[src/rtl/pattern_scan_ctrl.sv]
// pattern_scan_ctrl: word-level controller around an overlapping "1101" Mealy detector.
// Shifts each accepted word MSB-first, counts matches and records the first match position.
module pattern_scan_ctrl #(
   parameter int WIDTH = 8,
   parameter int CNT_W = 4,
   parameter int POS_W = 3
) (
   input  logic             Clock,
   input  logic             Reset,
   input  logic [WIDTH-1:0] in_data,
   input  logic             in_chain,
   input  logic             in_valid,
   output logic             in_ready,
   output logic [CNT_W-1:0] out_count,
   output logic [POS_W-1:0] out_first,
   output logic             out_found,
   output logic             out_valid,
   input  logic             out_ready
);
   localparam int               IDX_W    = (WIDTH > 1) ? $clog2(WIDTH) : 1;
   localparam logic [IDX_W-1:0] LAST_IDX = IDX_W'(WIDTH - 1);
   localparam logic [CNT_W-1:0] CNT_MAX  = {CNT_W{1'b1}};

   typedef enum logic [1:0] {IDLE = 2'd0, SHIFT = 2'd1, REPORT = 2'd2} ctrl_e;
   typedef enum logic [1:0] {S0 = 2'd0, S1 = 2'd1, S2 = 2'd2, S3 = 2'd3} det_e;

   ctrl_e            state_r, state_nxt_s;
   det_e             det_r, det_nxt_s;
   logic [WIDTH-1:0] shreg_r;
   logic [IDX_W-1:0] bit_idx_r;
   logic [CNT_W-1:0] count_r;
   logic [POS_W-1:0] first_r;
   logic             found_r;
   logic             in_ready_r;
   logic             out_valid_r;
   logic             bit_s;
   logic             match_s;
   logic             accept_s;

   // Next-state for the controller and the bit-serial detector; the detector moves only in SHIFT.
   always_comb begin
      state_nxt_s = state_r;
      det_nxt_s   = det_r;
      match_s     = 1'b0;
      accept_s    = 1'b0;
      bit_s       = shreg_r[WIDTH-1];
      case (state_r)
         IDLE: begin
            if (in_valid) begin
               accept_s    = 1'b1;
               state_nxt_s = SHIFT;
               if (!in_chain) begin
                  det_nxt_s = S0;
               end else begin
                  det_nxt_s = det_r;
               end
            end else begin
               state_nxt_s = IDLE;
            end
         end
         SHIFT: begin
            case (det_r)
               S0:      det_nxt_s = bit_s ? S1 : S0;
               S1:      det_nxt_s = bit_s ? S2 : S0;
               S2:      det_nxt_s = bit_s ? S2 : S3;
               S3: begin
                  if (bit_s) begin
                     match_s   = 1'b1;
                     det_nxt_s = S1;
                  end else begin
                     det_nxt_s = S0;
                  end
               end
               default: det_nxt_s = S0;
            endcase
            if (bit_idx_r == LAST_IDX) begin
               state_nxt_s = REPORT;
            end else begin
               state_nxt_s = SHIFT;
            end
         end
         REPORT: begin
            if (out_ready) begin
               state_nxt_s = IDLE;
            end else begin
               state_nxt_s = REPORT;
            end
         end
         default: state_nxt_s = IDLE;
      endcase
   end

   // State, handshake flags and per-word result registers; handshake flags follow the next state.
   always_ff @(posedge Clock) begin
      if (Reset) begin
         state_r     <= IDLE;
         det_r       <= S0;
         shreg_r     <= {WIDTH{1'b0}};
         bit_idx_r   <= {IDX_W{1'b0}};
         count_r     <= {CNT_W{1'b0}};
         first_r     <= {POS_W{1'b0}};
         found_r     <= 1'b0;
         in_ready_r  <= 1'b1;
         out_valid_r <= 1'b0;
      end else begin
         state_r     <= state_nxt_s;
         det_r       <= det_nxt_s;
         in_ready_r  <= (state_nxt_s == IDLE);
         out_valid_r <= (state_nxt_s == REPORT);
         if (accept_s) begin
            shreg_r   <= in_data;
            bit_idx_r <= {IDX_W{1'b0}};
            count_r   <= {CNT_W{1'b0}};
            first_r   <= {POS_W{1'b0}};
            found_r   <= 1'b0;
         end else if (state_r == SHIFT) begin
            shreg_r   <= {shreg_r[WIDTH-2:0], 1'b0};
            bit_idx_r <= bit_idx_r + IDX_W'(1);
            if (match_s) begin
               if (count_r != CNT_MAX) begin
                  count_r <= count_r + CNT_W'(1);
               end else begin
                  count_r <= count_r;
               end
               if (!found_r) begin
                  first_r <= POS_W'(bit_idx_r);
                  found_r <= 1'b1;
               end else begin
                  found_r <= found_r;
               end
            end else begin
               count_r <= count_r;
            end
         end else begin
            shreg_r <= shreg_r;
         end
      end
   end

   assign in_ready  = in_ready_r;
   assign out_valid = out_valid_r;
   assign out_count = count_r;
   assign out_first = first_r;
   assign out_found = found_r;

endmodule

[config.mk]
export PLATFORM = sky130hd
export DESIGN_NAME = pattern_scan_ctrl
export DESIGN_NICKNAME = d
export VERILOG_FILES = /design/src/rtl/pattern_scan_ctrl.sv
export SDC_FILE = /design/constraint.sdc
export NUM_CORES = 1
export LEC_CHECK = 0
export ABC_AREA = 1
export ABC_CLOCK_PERIOD_IN_PS = 3200
export CAP_MARGIN = 5
export CORE_MARGIN = 2
export CORE_UTILIZATION = 56
export CTS_BUF_LIST = sky130_fd_sc_hd__clkbuf_2 sky130_fd_sc_hd__clkbuf_4 sky130_fd_sc_hd__clkbuf_8
export DETAILED_ROUTE_END_ITERATION = 7
export GPL_TIMING_DRIVEN = 0
export HOLD_SLACK_MARGIN = 0.05
export PLACE_DENSITY = 0.86
export SLEW_MARGIN = 0
export SYNTH_ARGS = -nofsm -noshare
export SYNTH_HDL_FRONTEND = slang
export SYNTH_SLANG_ARGS = --single-unit
[constraint.sdc]
create_clock -name Clock -period 3.2 [get_ports Clock]
set_input_delay 0.96 -clock Clock [delete_from_list [all_inputs] [get_ports Clock]]
set_output_delay 0.96 -clock Clock [all_outputs]
set_load 0.02 [all_outputs]
==> reports/qor.txt <==
run status = finished, final reports clean
GR Util All Layers = 0.208
via count = 1,025
final worst path period share = 0.741
post-synthesis cell type count = 23
CORE AREA = 0.00192 mm2
number of global-route vias before repair = 989
IO Port Bufs = 21
placed insts = 198
GPL Wtd Cong = 0.796
Seq/Total Area, Yosys = 0.443
first-pass iteration count of the detailed router = 4
Post-CTS Setup Inserts = 0
mapped cell area = 0.00113 mm2
antenna-violating nets left = 0
hold buffers post-CTS = 0
delay-heaviest family, CP = buffers and inverters
Worst-Skew Late Latency = 0.32 ns
clock slew at reported path FFs = 0.14 ns
Clk pwr share = 0.261
Yosys reg bits = 25
Die Span Y = 48.9 um
critical path class = reg2out
Pwr per Cell Area = 395 mW/mm2
critical-path cell list = clkdlybuf4s50_1
drt drc = 0
Fillers = 153
most frequent cells in the layout = 43 x nand2_1, 25 x dfxtp_1, 21 x clkdlybuf4s50_1
yosys synthesis warning count = 0
post-cts resize count = 0
Chip Width = 48.9 um
fmax = 0.422 GHz
count of buffer and inverter cells on the critical path = 1
Num CTS Buffers = 3
num rows = 16
CTS Buffer Depth = 2
CTS root buffer = clkbuf_4
Cells after Synth = 150
Pleak = 0.555 nW
Final Non-Filler Cells = 202
Clock Sinks = 25
first-pass GRT wire length = 3.99 mm
RSZ-0062 raised after global routing = no
Clock Skews = 0.00819 ns
Sum Neg Setup Slack = 0 ns
syn_nets = 169
largest net degree at the start of global routing = 16
Hold Crit Class = reg2reg
Final Hold Fails = 0
Net Switching = 0.148 mW
worst slew pin tran = 0.419 ns
Initial Util = 0.588
IO Pins = 23
Crit. End Element = output port
Area Overhead vs Synth = 24.3%
CTS tree = built
Crit-path slowest cell = clkdlybuf4s50_1
Antenna diodes = 0
htree depth = 1
antenna violations before repair = 0
final wirelength = 2.30 mm
Worst EP required = 2.24 ns
max incr delay on CP = 0.64 ns
Die ar. = 0.00239 mm2
DR iter-0 viols = 17
DR WL/cell = 11.4 um
crit start category = flop
vias per cell = 5.07
Final Critical Period = 2.37 ns
GR Overflow Total = 0
Comb power frac = 0.138
share of cells above drive strength 1 = 0.0800
crit path max fanout = 6
CP arrival = 1.41 ns
commonest non-fill, non-tap cell in the layout = nand2_1
Final #Nets = 195
syn_area_per_cell = 7.53 um2
switching share of total power = 0.268
DP Wirelength = 1.79 mm
Int Power = 0.406 mW
Setup-failing EPs final = 0
normalized max-slew margin = 0.721
Seq pwr share = 0.601
total of max-cap violations = 0
fin. max-slew vios = 0
maximum vdd drop = 0.000256 V
## through the flow
stage	area, um2	total power [mW]	hold WS, ns	utilization	setup WS, ns
3_5_place_dp	1370	0.416	0.459	0.715	1.00
3_3_place_gp	1370	0.411	0.449	0.715	1.03
6_report	1400	0.554	0.477	0.730	0.829
4_1_cts	1400	0.557	0.479	0.730	0.821
5_1_grt	1400	0.580	0.501	0.730	0.776
2_1_floorplan	1130	0.386	0.445	-	1.44
## kinds of logic (layout without fill, tap and decap cells)
group                      after synthesis  in the layout  share of synthesized area
xor gates and xnor gates                 2              2                     0.0155
DFF                                     25             25                      0.443
adders and majority gates                6              6                     0.0664
buffers and inverters                   17             42                     0.0642
and+or+nand+nor                         78             78                      0.299
AOI/OAI and AO/OA                       22             22                      0.112
## flip-flops by register name, indices dropped and copies added (netlist names)
register   count
shreg_r        8
out_count      4
bit_idx_r      3
out_first      3
det_r          2
state_r        2
in_ready       1
out_found      1
out_valid      1
## Yosys cell counts, drive strengths merged
cell,number,share of area
nand3,12,0.053
a21oi,12,0.056
dfxtp,25,0.44
nand4,1,0.0055
inv,14,0.047
xor2,2,0.016
nor3b,1,0.0066
nor2,17,0.068
nand3b,2,0.013
clkbuf,1,0.0033
o21ai,3,0.017
buf,2,0.014
nor3,1,0.0044
a31oi,7,0.039
ha,6,0.066
nand2,44,0.15
## per-layer routing
metal	wire, um	share of wire	global-route usage	vias to the layer above
met5	0	0	0	-
met4	0	0	0.0762	0
met3	80	0.035	0.0307	0
met2	1220	0.53	0.397	19
met1	1000	0.44	0.229	467
li1	-	-	-	539
## power by group through the flow
stage | clock [mW] | combinational [mW] | sequential [mW]
2_1_floorplan | 0 | 0.0471 | 0.339
3_3_place_gp | 0 | 0.0724 | 0.338
3_5_place_dp | 0 | 0.0767 | 0.339
4_1_cts | 0.148 | 0.0768 | 0.333
5_1_grt | 0.160 | 0.0855 | 0.334
6_report | 0.145 | 0.0766 | 0.333
## path summary, 6_finish.rpt
path	from	to	slack, ns	depth (start not counted)
setup / recovery	out_count[2]	out_count[2]	0.83	1
hold / removal	out_first[0]	out_first[0]	0.48	2
setup reg to reg	state_r[1]	out_first[1]	1.87	6
hold reg to reg	out_first[0]	out_first[0]	0.48	2
## cell type report
| cell class | count | area (um2) | area share |
|---|---|---|---|
| multi-input combinational | 108 | 557 | 0.397 |
| sequential | 25 | 500 | 0.357 |
| timing repair buffer | 21 | 210 | 0.150 |
| inverter | 14 | 52.6 | 0.0374 |
| tap | 27 | 33.8 | 0.0241 |
| clock buffer | 3 | 22.5 | 0.0160 |
| buffer | 3 | 20.0 | 0.0143 |
| clock inverter | 1 | 7.51 | 0.00535 |
Power figures use the tool's default switching activity.
